**config.mk**
```make
export PLATFORM = sky130hd
export DESIGN_NAME = fpadd_arbiter
export DESIGN_NICKNAME = d
export VERILOG_FILES = /design/src/rtl/fpadd_arb_pkg.sv /design/src/rtl/fpadd_arb_pick.sv /design/src/rtl/fpadd_arbiter.sv
export SDC_FILE = /design/constraint.sdc
export NUM_CORES = 1
export LEC_CHECK = 0
export CORE_ASPECT_RATIO = 1.4
export CORE_UTILIZATION = 37
export CTS_BUF_LIST = sky130_fd_sc_hd__clkbuf_8
export CTS_CLUSTER_DIAMETER = 60
export DETAILED_ROUTE_END_ITERATION = 8
export GPL_ROUTABILITY_DRIVEN = 0
export PLACE_DENSITY = 0.81
export SYNTH_ARGS = -nofsm -noshare
export SYNTH_HDL_FRONTEND = slang
export SYNTH_SLANG_ARGS = --single-unit
```
**constraint.sdc**
```tcl
create_clock -name clk -period 1.41 [get_ports clk]
set_clock_uncertainty 0.1 [all_clocks]
set_input_delay 0.2115 -clock clk [delete_from_list [all_inputs] [get_ports clk]]
set_output_delay 0.2115 -clock clk [all_outputs]
set_load 0.02 [all_outputs]
```
**src/rtl/fpadd_arb_pkg.sv**
```systemverilog
// Shared opcodes, FSM encoding and the float conversion constant for fpadd_arbiter.
package fpadd_arb_pkg;

    localparam logic [1:0] OP_ADD   = 2'b00;
    localparam logic [1:0] OP_FLT   = 2'b01;
    localparam logic [1:0] OP_FLOOR = 2'b10;

    // 2^23 as single precision; adding it aligns integer bits for FLT/FLOOR
    localparam logic [31:0] FA_Y_CONV = 32'h4B00_0000;

    typedef enum logic [1:0] {
        StIdle = 2'b00,
        StRun  = 2'b01,
        StDone = 2'b10
    } arb_state_e;

    function automatic int unsigned arb_idx_w(int unsigned n);
        return (n > 1) ? $clog2(n) : 1;
    endfunction

    // Returns {u, v} adder mode selects; opcode 11 falls through to add.
    function automatic logic [1:0] conv_sel(logic [1:0] op);
        case (op)
            OP_FLT:   return 2'b10;
            OP_FLOOR: return 2'b01;
            default:  return 2'b00;
        endcase
    endfunction

endpackage

```
**src/rtl/fpadd_arb_pick.sv**
```systemverilog
// Combinational winner select for fpadd_arbiter. FPADD_ARB_RR_EN selects round-robin
// starting after ptr; otherwise fixed priority with the lowest index winning.
module fpadd_arb_pick
    import fpadd_arb_pkg::*;
#(
    parameter int unsigned NREQ = 2
) (
    input  logic [NREQ-1:0]                  req,
`ifdef FPADD_ARB_RR_EN
    input  logic [arb_idx_w(NREQ)-1:0]       ptr,
`endif
    output logic                             gnt_vld,
    output logic [NREQ-1:0]                  gnt_oh,
    output logic [arb_idx_w(NREQ)-1:0]       gnt_idx
);

    localparam int unsigned IdxW = arb_idx_w(NREQ);

    assign gnt_vld = |req;

`ifdef FPADD_ARB_RR_EN
    int dist;
    int best_dist;

    // Distance 0 is the slot right after the last grant; smallest requesting distance wins.
    always_comb begin
        gnt_idx   = '0;
        dist      = 0;
        best_dist = int'(NREQ);
        for (int i = 0; i < int'(NREQ); i++) begin
            dist = (i + int'(NREQ) - 1 - int'(ptr)) % int'(NREQ);
            if (req[i] && (dist < best_dist)) begin
                best_dist = dist;
                gnt_idx   = IdxW'(i);
            end
        end
    end
`else
    always_comb begin
        gnt_idx = '0;
        for (int i = int'(NREQ) - 1; i >= 0; i--) begin
            if (req[i]) begin
                gnt_idx = IdxW'(i);
            end
        end
    end
`endif

    always_comb begin
        gnt_oh = '0;
        for (int i = 0; i < int'(NREQ); i++) begin
            gnt_oh[i] = gnt_vld && (gnt_idx == IdxW'(i));
        end
    end

endmodule

```
**src/rtl/fpadd_arbiter.sv**
```systemverilog
// Shares one floating-point adder between NREQ requesters over a req/ack handshake.
// Define FPADD_ARB_RR_EN for round-robin arbitration; default is fixed priority.
module fpadd_arbiter
    import fpadd_arb_pkg::*;
#(
    parameter int unsigned NREQ = 2
) (
    input  logic                 clk,
    input  logic                 rst,
    input  logic [NREQ-1:0]      req,
    input  logic [2*NREQ-1:0]    op,
    input  logic [32*NREQ-1:0]   a,
    input  logic [32*NREQ-1:0]   b,
    output logic [NREQ-1:0]      ack,
    output logic [31:0]          rdata,
    output logic                 busy,
    output logic                 fa_run,
    output logic                 fa_u,
    output logic                 fa_v,
    output logic [31:0]          fa_x,
    output logic [31:0]          fa_y,
    input  logic                 fa_stall,
    input  logic [31:0]          fa_z
);

    localparam int unsigned IdxW = arb_idx_w(NREQ);

    arb_state_e      state_q, state_d;
    logic [IdxW-1:0] gidx_q;
    logic [1:0]      op_q;
    logic [31:0]     a_q, b_q;
    logic [31:0]     rdata_q;
    logic            run_q;

    logic            gnt_vld;
    logic [NREQ-1:0] gnt_oh;
    logic [IdxW-1:0] gnt_idx;
    logic [1:0]      sel_op;
    logic [31:0]     sel_a, sel_b;
    logic            load, capture;

`ifdef FPADD_ARB_RR_EN
    logic [IdxW-1:0] ptr_q;
`endif

    fpadd_arb_pick #(
        .NREQ (NREQ)
    ) u_pick (
        .req     (req),
`ifdef FPADD_ARB_RR_EN
        .ptr     (ptr_q),
`endif
        .gnt_vld (gnt_vld),
        .gnt_oh  (gnt_oh),
        .gnt_idx (gnt_idx)
    );

    always_comb begin
        sel_op = '0;
        sel_a  = '0;
        sel_b  = '0;
        for (int i = 0; i < int'(NREQ); i++) begin
            if (gnt_oh[i]) begin
                sel_op = op[2*i +: 2];
                sel_a  = a[32*i +: 32];
                sel_b  = b[32*i +: 32];
            end
        end
    end

    always_comb begin
        state_d = state_q;
        load    = 1'b0;
        capture = 1'b0;
        unique case (state_q)
            StIdle: begin
                if (gnt_vld) begin
                    load    = 1'b1;
                    state_d = StRun;
                end
            end
            // Latency is whatever the adder takes; no internal cycle count.
            StRun: begin
                if (!fa_stall) begin
                    capture = 1'b1;
                    state_d = StDone;
                end
            end
            StDone:  state_d = StIdle;
            default: state_d = StIdle;
        endcase
    end

    always_ff @(posedge clk or negedge rst) begin
        if (!rst) begin
            state_q <= StIdle;
            run_q   <= 1'b0;
        end else begin
            state_q <= state_d;
            run_q   <= (state_d == StRun);
        end
    end

    always_ff @(posedge clk or negedge rst) begin
        if (!rst) begin
            gidx_q <= '0;
            op_q   <= OP_ADD;
            a_q    <= '0;
            b_q    <= '0;
        end else if (load) begin
            gidx_q <= gnt_idx;
            op_q   <= sel_op;
            a_q    <= sel_a;
            b_q    <= sel_b;
        end
    end

    always_ff @(posedge clk or negedge rst) begin
        if (!rst) begin
            rdata_q <= '0;
        end else if (capture) begin
            rdata_q <= fa_z;
        end
    end

`ifdef FPADD_ARB_RR_EN
    always_ff @(posedge clk or negedge rst) begin
        if (!rst) begin
            ptr_q <= IdxW'(NREQ - 1);
        end else if (load) begin
            ptr_q <= gnt_idx;
        end
    end
`endif

    always_comb begin
        ack = '0;
        for (int i = 0; i < int'(NREQ); i++) begin
            ack[i] = (state_q == StDone) && (gidx_q == IdxW'(i));
        end
    end

    assign busy         = (state_q != StIdle);
    assign rdata        = rdata_q;
    assign fa_run       = run_q;
    assign {fa_u, fa_v} = conv_sel(op_q);
    assign fa_x         = a_q;
    assign fa_y         = (fa_u || fa_v) ? FA_Y_CONV : b_q;

    // Requester must hold req while its operation is in the adder.
    a_req_held: assert property (@(posedge clk) disable iff (!rst)
        (state_q == StRun) |-> req[gidx_q]);

    a_ack_onehot: assert property (@(posedge clk) disable iff (!rst) $onehot0(ack));

endmodule

```
==> results.md, run 1 <==
- Root Driver: clkbuf_8
- Hold WS: 0.1690 ns
- Crit path cell chain: inv_2 > ha_4 > buf_16 > and2_2 > buf_6
- Net Sw Frac: 41.22%
- Post-DP HPWL: ~13 mm
- Syn nets: 668
- Clock share of power: 8.6%
- Tcrit/Tclk final: 133.6%
- Post-route ant nets: 0
- Max Clock Freq: ~530 MHz
- Chip height: 141.6 um
- Via-to-Cell Ratio: 5.653
- Sequential Power Share: 25.2%
- Worst setup margin: -0.4737 ns
- # DRC: 0
- Number of I/O pins: about 270
- Outcome: complete, but fails checks
- Combinational share of power: between 60% and 70%
- Die Footprint: 0.01440 sq mm
- DR vias: 5766
- Total power: 22010 uW
- Post-layout util: 75.37%
- Max rail drop VDD: 1353 uV
- TritonCTS clock tree: done
- Area delta synth->final: 96.89%
- Synth cell types: 27
- Synthesized area per cell: 10.36 sq um
- Area of the core: 0.01345 sq mm
- CTS Sinks: roughly 100
- Switch Pwr: 9074 uW
- Register bit total from synthesis: 102
- Failing checks: setup timing
- Worst EP arrival: 1.57 ns
- Kind of critical path: register to primary output
- Reg2reg end: b_q[12]
- Port Buffers: 270
- Total GRT Usage: 32.53%
- Pins Over Slew Limit: 0
- Cell area after synthesis: just over 0.005 sq mm
- Worst Max-Slew Pin Slew: 0.3491 ns
- Worst hold path class: input port to async pin
- CP max stage cell: dfrtp_1
- Final Critical Period: 1.884 ns
- Initial antenna violation count: 0
- Place WS: -0.5757 ns
- Post-synthesis sequential area ratio: between 40% and 50%
- CP Launch Type: register
- Clock latency at the later pin of the worst-skew pair: between 0.3 and 0.4 ns
- Initial DRC count: 229
- Rows: 50
- DRT Pass-1 Iters: 4
- Width of the chip: 101.7 um
- Crit path required time: approximately 1.1 ns
- CP max FO: 16
- Post-synth EDFFs: 0
- H-tree levels: 3
- Synth area leaders: dfrtp_1 50%, a22oi_1 9.5%, a31oi_1 7.8%
- Post-synth ARST share: 100.0%
- Primary FF master, synth: dfrtp_1
- RSZ-0062 raised after global routing: yes
- Clock buffer count from CTS: 9
- Layout cells sized above 1: 43.32%
- Power density cells: 2171 mW/mm^2
- Clock buffer depth: 2
- # diodes: 0
- Net count, final: between 1k and 1.5k
- Routed wire per std cell: between 20 and 25 um
- Worst setup EP type: primary output
- Fillers: ~850
- Normalized max-slew margin: 76.73%
- Internal power: approximately 13000 uW
- Area leader, netlist: dfrtp_1
- Clock-pin slew on the worst setup and hold paths: 0.11 ns
- Final Setup Violations: roughly 140
- LEAKAGE: 0.004185 uW
- Initial Util: 38.28%
- Mapped Cells: 497
- Slowest cell delay on critical path: 0.42 ns
- Hold Vio Cnt, Final: 0
- Reg2Reg Depth: 9
- Ys Warns: 0
- R2r startpoint: state_q[0]
- Max_cap viols: 0
- First-pass GRT wire length: 34.85 mm
- Routed WL: ~24 mm
- Largest net degree at the start of global routing: 70
- Grt ovf: 0
- Reg2reg setup slack: -0.39 ns
- Share of the synthesized area in the top cell type: 49.57%
- Vias in the first global route: 6360
-- cell families (layout without fill, tap and decap cells) --
family | count (synthesis) | in the layout | share of synthesized area [%]
adders and majority gates | 2 | 2 | 0.4859
and+or+nand+nor | 109 | 109 | 13.39
muxes | 32 | 32 | 7.655
AOI/OAI and AO/OA | 199 | 199 | 24.13
buffers and inverters | 53 | 394 | 4.763
DFF | 102 | 102 | 49.57
-- sequential cells by signal, summed over array words and instances (netlist names) --
register and cells:
op_q 2, fa_run 1, rdata 32, b_q 32
gidx_q 1, state_q 2, fa_x 32
-- metrics by stage --
stage / area [sq um] / TNS (ns) / cells
3_3_place_gp: 8222 / -39.73 / 929
6_report: 10140 / -47.77 / 1020
3_5_place_dp: 8222 / -46.67 / 929
5_1_grt: 10140 / -53.72 / 1020
4_1_cts: 10010 / -44.96 / 1004
2_1_floorplan: 5196 / -2.716 / 497
-- final cells by class --
class	instances	area, sq um	share of cell area (%)
repair buffers	375	4184	41.27
multi-input cells	342	2944	29.04
flip-flops and latches	102	2552	25.18
well taps	182	227.7	2.246
clock buffers	9	123.9	1.222
clock inverters	7	78.83	0.7776
inverters	3	26.28	0.2592
-- worst max-delay path, delay by kind of cell (launching register included) --
| family | cells | cell delay, ns |
|---|---|---|
| fa+ha+maj | 1 | 0.23 |
| buf+inv | 3 | 0.37 |
| flops | 1 | 0.42 |
| simple gates | 1 | 0.18 |
-- cells in the mapped netlist, types with 2 or more instances --
cell type  number
dfrtp_1       102
o21ai_1        67
a22oi_1        65
a31oi_1        64
nor2b_1        64
clkbuf_1       29
and2_1         28
mux2_1         23
buf_2          16
mux2_4          9
nand2b_1        4
buf_6           3
nor2_1          3
nor3_1          3
a21oi_1         2
and3b_1         2
ha_1            2
inv_1           2
-- what timing repair did --
action                                 4_1_cts  5_1_grt
gates cloned                                26        2
gates resized for setup                    522      105
hold buffers                                 1        0
pin swaps                                   29       64
endpoints found under the hold margin      102        0
buffers inserted                            34       25
setup endpoints to repair                  201      184
-- how the worst max path moves through the flow --
| stage | slack [ns] | startpoint | end |
|---|---|---|---|
| 2_1_floorplan | -0.08 | state_q[0] | rdata[10] |
| 3_3_place_gp | -0.53 | op_q[0] | fa_y[31] |
| 3_5_place_dp | -0.58 | op_q[0] | fa_y[18] |
| 4_1_cts | -0.46 | op_q[1] | fa_y[19] |
| 5_1_grt | -0.52 | op_q[0] | fa_y[29] |
| 6_report | -0.47 | op_q[0] | fa_y[29] |
-- layout by cell type (no fill, tap or decap), types with 29 or more instances in the layout --
cell type,Yosys,final
a22oi_2,0,65
a31oi_1,64,60
o21ai_1,67,65
buf_4,1,35
clkdlybuf4s50_1,0,165
clkbuf_2,0,29
buf_6,3,56
dfrtp_1,102,102
nor2b_1,64,64
mux2_4,9,32
-- metal layers --
layer,GRT usage [%],routed length (um),up-vias
li1,-,-,2512
met1,33.10,7880,2840
met2,57.29,12650,320
met3,8.374,1992,94
met4,22.20,1470,0
met5,0,0,-
-- power by group through the flow --
stage	Combinational (uW)	Clock (uW)	Sequential, uW
2_1_floorplan	4570	0	6300
3_3_place_gp	10300	0	5280
3_5_place_dp	10600	0	5390
4_1_cts	13800	1930	5460
5_1_grt	15200	2040	5700
6_report	14600	1890	5550
No activity file was read; power rests on OpenSTA's default activity.
==> run 2, diff against run 1 <==
==> constraint.sdc (replaced) <==
create_clock -name clk -period 1.61 [get_ports clk]
set_clock_uncertainty 0.1 [all_clocks]
set_input_delay 0.2415 -clock clk [delete_from_list [all_inputs] [get_ports clk]]
set_output_delay 0.2415 -clock clk [all_outputs]
set_load 0.02 [all_outputs]
==> results.md, run 2 (synthesis gave the netlist of run 1 again) <==
- Routed WL: 18.42 mm (-23%)
- DRT Pass-1 Iters: 5 (+1)
- Worst EP arrival: 1.52 ns (-0.05 ns)
- Pins Over Slew Limit: 0 (unchanged)
- Largest net degree at the start of global routing: 70 (unchanged)
- Max_cap viols: 0 (unchanged)
- Post-DP HPWL: 12.31 mm (-2.8%)
- Finished Layout Cells: 952 (-6.7%)
- Worst Max-Slew Pin Slew: 0.4744 ns (+0.1253 ns)
- Final Setup Violations: 32 (-76%)
- Grt ovf: 0 (unchanged)
- Worst setup margin: -0.2478 ns (+0.2259 ns)
- Via-to-Cell Ratio: 5.453 (-3.5%)
- First-pass GRT wire length: 27.24 mm (-22%)
- Worst hold path class: input port to async pin
- Clock-pin slew on the worst setup and hold paths: 0.11 ns (about the same)
- Kind of critical path: register to primary output
- Power density cells: 1840 mW/mm^2 (-15%)
- Width of the chip: 101.7 um (unchanged)
- Dpl cell area: 0.008167 sq mm (-0.67%)
- Port Buffers: 270 (unchanged)
- Clock buffer depth: 2 (unchanged)
- Chip height: 141.6 um (unchanged)
- Post-layout util: 64.39% (-11 points)
- Max Clock Freq: 538.3 MHz
- Post-Route Setup TNS: -7.293 ns (+40.48 ns)
- Hold Vio Cnt, Final: 0 (unchanged)
- Area of the core: 0.01345 sq mm (unchanged)
- Fin area: 0.008661 sq mm (-15%)
- Crit path required time: 1.27 ns (+0.17 ns)
- Initial Util: 38.28% (unchanged)
- CTS Sinks: 102 (unchanged)
- Rows: 50 (unchanged)
- Total GRT Usage: 24.46% (-8.1 points)
- # DRC: 0 (unchanged)
- Layout cells sized above 1: 17.69% (-26 points)
- CP max FO: 16 (unchanged)
- Post-route ant nets: 0 (unchanged)
- RSZ-0062 raised after global routing: yes
- Most common cell after layout, fill and taps aside: clkdlybuf4s50_1
- Cells after DPL: 923 (-0.65%)
- Outcome: complete, but fails checks
- Commonest cells after routing, fill and taps aside: 165 x clkdlybuf4s50_1, 100 x dfrtp_1, 67 x o21ai_1
- Vias in the first global route: 5400 (-15%)
- Max rail drop VDD: 936.4 uV (-31%)
- Final Critical Period: 1.858 ns
- Clock buffer count from CTS: 9 (unchanged)
- Initial antenna violation count: 1 (+1)
- Failing checks: setup timing
- CP Launch Type: register
- Normalized max-slew margin: 68.37% (-8.4 points)
- Hold WS: 0.1049 ns (-0.06410 ns)
- TritonCTS clock tree: done
- Area delta synth->final: 68.21%
- DR vias: 5191 (-10%)
- Tcrit/Tclk final: 115.4%
- Initial DRC count: 275 (+20%)
- Net count, final: 935 (-6.9%)
- Number of I/O pins: 271 (unchanged)
- Clock latency at the later pin of the worst-skew pair: 0.37 ns (about the same)
- Root Driver: clkbuf_8
- LEAKAGE: 0.003619 uW (-14%)
- Worst setup EP type: primary output
- Routed wire per std cell: 19.35 um (-18%)
- H-tree levels: 3 (unchanged)
- Fillers: 1060 (+25%)
- Die Footprint: 0.01440 sq mm (unchanged)
## run 2: cell types whose count changed in the layout (fill, tap and decap cells not counted), sizes merged, moves of 2 or more
cell and change:
dlygate4sd2 +65, clkinv -4, clkinvlp +2, buf -81, clkbuf -27, clkdlybuf4s15 -26
## run 2: area by class of cell
type	instances	area [sq um]	area share, %
inverters	3	13.76	0.1589
well taps	182	227.7	2.629
repair buffers	306	3179	36.71
clock buffers	9	123.9	1.430
multi-input cells	342	2480	28.63
clock inverters	7	78.83	0.9101
diodes	1	2.502	0.02889
flip-flops and latches	102	2555	29.50
## run 2: worst paths after layout
path / start / end / slack (ns) / depth (start not counted)
min in group clk: req[0] / b_q[23] / 0.29 / 3
worst min register to register: rdata[5] / rdata[5] / 0.41 / 1
worst min-delay path: rst / b_q[21] / 0.10 / 2
worst max-delay path: op_q[0] / fa_y[20] / -0.25 / 5
max in group asynchronous: rst / rdata[9] / 0.77 / 3
worst max register to register: state_q[0] / rdata[5] / 0.04 / 4
## run 2: timing repair
| item | CTS | global route |
|---|---|---|
| hold buffers | 1 | 0 |
| endpoints found under the setup margin | 192 | 87 |
| endpoints found under the hold margin | 102 | 0 |
| cloned | 2 | 4 |
| setup buffers | 2 | 4 |
| gates resized for setup | 285 | 35 |
| pin swaps | 2 | 2 |
## run 2: metrics by stage
| step | worst slack, ns | total power, uW |
|---|---|---|
| 2_1_floorplan | 0.08901 | 9378 |
| 3_3_place_gp | -0.3199 | 13450 |
| 3_5_place_dp | -0.3560 | 13800 |
| 4_1_cts | -0.2761 | 15450 |
| 5_1_grt | -0.3197 | 16810 |
| 6_report | -0.2478 | 15940 |
## run 2: report_power, final
part | internal [uW] | switching (uW)
clock | 739 | 958
sequential | 3820 | 901
combinational | 4800 | 4720
## run 2: critical path, cell delays in order (launching register included)
cell and delay [ns]:
dfrtp_1 0.38, inv_2 0.05, ha_4 0.30, buf_12 0.15
and2_1 0.15, buf_6 0.12
## run 2: routing by layer
metal	vias to the layer above	share of wire (%)	track usage, %	routed length, um
met5	-	0	0	0
met4	0	4.3	12.51	790
met3	53	6.7	5.862	1235
met2	250	52	44.31	9627
met1	2526	37	25.81	6768
li1	2362	-	-	-
==> run 3, diff against run 2 <==
--- a/config.mk
+++ b/config.mk
@@ -12,6 +12,7 @@
 export DETAILED_ROUTE_END_ITERATION = 8
 export GPL_ROUTABILITY_DRIVEN = 0
 export PLACE_DENSITY = 0.81
+export REMOVE_ABC_BUFFERS = 1
 export SYNTH_ARGS = -nofsm -noshare
 export SYNTH_HDL_FRONTEND = slang
 export SYNTH_SLANG_ARGS = --single-unit
==> results.md, run 3 (synthesis gave the netlist of run 1 again) <==
- Register Area: 0.002552 sq mm (about the same)
- LEAKAGE: 0.003755 uW (+3.8%)
- Tcrit/Tclk final: 116.9% (+1.5 points)
- Net count, final: 947 (+1.3%)
- Post-route ant nets: 0 (unchanged)
- Sequential Power Share: 29.1% (-0.5 points)
- Via-to-Cell Ratio: 5.573 (+2.2%)
- Chip height: 141.6 um (unchanged)
- Rows: 50 (unchanged)
- Routed met3 length: 1.337 mm (+8.3%)
- Clock buffer depth: 2 (unchanged)
- Initial DRC count: 297 (+8.0%)
- Port Buffers: 270 (unchanged)
- Max rail drop VDD: 891.9 uV (-4.7%)
- Internal power: 9682 uW (+3.5%)
- First-pass GRT wire length: 27.24 mm (unchanged)
- Max Clock Freq: 531.2 MHz (-1.3%)
- Largest net degree at the start of global routing: 103 (+47%)
- Number of I/O pins: 271 (unchanged)
- Crit path required time: 1.27 ns (about the same)
- Post-DP HPWL: 12.02 mm (-2.4%)
- H-tree levels: 3 (unchanged)
- TritonCTS clock tree: done
- Worst setup EP type: primary output
- DR vias: 5367 (+3.4%)
- Commonest cells after routing, fill and taps aside: 165 x clkdlybuf4s50_1, 102 x dfrtp_1, 66 x o21ai_1
- Normalized max-slew margin: 60.96% (-7.4 points)
- Kind of critical path: register to primary output
- Switch Pwr: 6819 uW (+3.6%)
- Fillers: 991 (-6.5%)
- Pins Over Slew Limit: 0 (unchanged)
- Hold WS: 0.1928 ns (+0.08784 ns)
- Layout cells sized above 1: 26.12% (+8.4 points)
- # DRC: 0 (unchanged)
- Metal2 WL: 10.42 mm (+8.3%)
- Power density cells: 1808 mW/mm^2 (-1.7%)
- Worst hold path class: input port to register
- Routed WL: 19.60 mm (+6.4%)
- Width of the chip: 101.7 um (unchanged)
- Area of the core: 0.01345 sq mm (unchanged)
- Clock buffer count from CTS: 9 (unchanged)
- Clock share of power: 9.6% (-1.0 points)
- Multi-input logic area: 0.002763 sq mm (+11%)
- Root Driver: clkbuf_8
- Vias in the first global route: 5361 (-0.72%)
- CTS Sinks: 102 (unchanged)
- # diodes: 0 (-1)
- Clock latency at the later pin of the worst-skew pair: 0.37 ns (about the same)
- Outcome: complete, but fails checks
- Clock-pin slew on the worst setup and hold paths: 0.11 ns (about the same)
- Combinational share of power: 61.3% (+1.6 points)
- Final Critical Period: 1.883 ns (+0.02489 ns)
- Failing checks: setup timing
- Die Footprint: 0.01440 sq mm (unchanged)
- Total GRT Usage: 24.56% (+0.11 points)
- Area delta synth->final: 77.25%
- Post-layout util: 67.85% (+3.5 points)
- RSZ-0062 raised after global routing: yes
- Worst setup margin: -0.2727 ns (-0.02488 ns)
- Net Sw Frac: 41.33% (about the same)
- WL met1: 7.023 mm (+3.8%)
- Max_cap viols: 0 (unchanged)
- Top routing layer in use: met4
- Worst Max-Slew Pin Slew: 0.5855 ns (+0.1111 ns)
- DRT Pass-1 Iters: 5 (unchanged)
- Worst EP arrival: 1.54 ns (+0.02 ns)
- CP Launch Type: register
- Routed wire per std cell: 20.35 um (+5.2%)
- Hold Vio Cnt, Final: 0 (unchanged)
- CP max FO: 25 (+9)
- Initial Util: 38.28% (unchanged)
- Initial antenna violation count: 0 (-1)
- Most common cell after layout, fill and taps aside: clkdlybuf4s50_1
- Grt ovf: 0 (unchanged)
- Final Setup Violations: 59 (+84%)
[run 3: cell count changes in the layout (fill, tap and decap cells not counted), moves of 2 or more]
cell,delta
a22oi_1,-51
clkbuf_16,+3
dfrtp_2,-2
mux2_1,-7
a22oi_2,+51
mux2_4,+7
clkinv_4,+2
dfrtp_1,+2
buf_8,+5
clkbuf_8,+2
buf_6,+5
[run 3: area by class of cell]
class / instances / area share, %
tap: 182 / 2.495
sequential: 102 / 27.97
multi-input combinational: 342 / 30.27
clock buffer: 11 / 1.659
timing repair buffer: 318 / 36.98
clock inverter: 5 / 0.4524
inverter: 3 / 0.1782
[run 3: stage by stage]
| step | cells | setup slack, ns | power (uW) | cell area, sq um | setup TNS (ns) |
|---|---|---|---|---|---|
| after floorplan | 447 | -2.639 | 9166 | 4915 | -192.55 |
| after global placement | 921 | -0.3365 | 13470 | 8137 | -15.19 |
| after detailed placement | 921 | -0.3677 | 13790 | 8137 | -17.15 |
| after CTS | 947 | -0.2765 | 15360 | 8483 | -8.416 |
| after global routing | 963 | -0.3233 | 17390 | 9126 | -14.36 |
| final | 963 | -0.2727 | 16500 | 9126 | -8.660 |
[run 3: power groups by stage]
stage | Clock, uW | Combinational [uW] | Sequential (uW)
after floorplan | 0 | 3650 | 5520
after global placement | 0 | 8820 | 4650
after detailed placement | 0 | 9080 | 4720
after CTS | 1640 | 9060 | 4660
after global routing | 1720 | 10700 | 4960
final | 1590 | 10100 | 4800
[run 3: worst max-delay path, cell delays in order, from the launching register on]
cell     delay (ns)
dfrtp_1        0.43
ha_4           0.30
buf_12         0.15
and2_1         0.16
buf_6          0.12
[run 3: worst paths after layout]
path | startpoint | to | slack (ns) | depth (start not counted)
setup / recovery | op_q[1] | fa_y[14] | -0.27 | 4
hold / removal | req[1] | b_q[20] | 0.19 | 3
setup reg to reg | state_q[1] | rdata[16] | -0.04 | 4
hold reg to reg | rdata[14] | rdata[14] | 0.42 | 1
max in group asynchronous | rst | b_q[12] | 0.57 | 3
min in group asynchronous | rst | b_q[6] | 0.34 | 3
[run 3: metal layers]
layer / vias to the layer above / GRT usage (%)
met3: 55 / 5.369
met2: 266 / 43.14
met5: - / 0
met4: 0 / 12.59
met1: 2659 / 27.48
li1: 2387 / -
[run 3: timing repair]
action | CTS | global route
pin swaps | 3 | 5
setup endpoints to repair | 103 | 134
gates resized for setup | 292 | 93
cloned | 3 | 10
endpoints found under the hold margin | 102 | 0
setup buffers | 6 | 6
hold buffers | 1 | 0
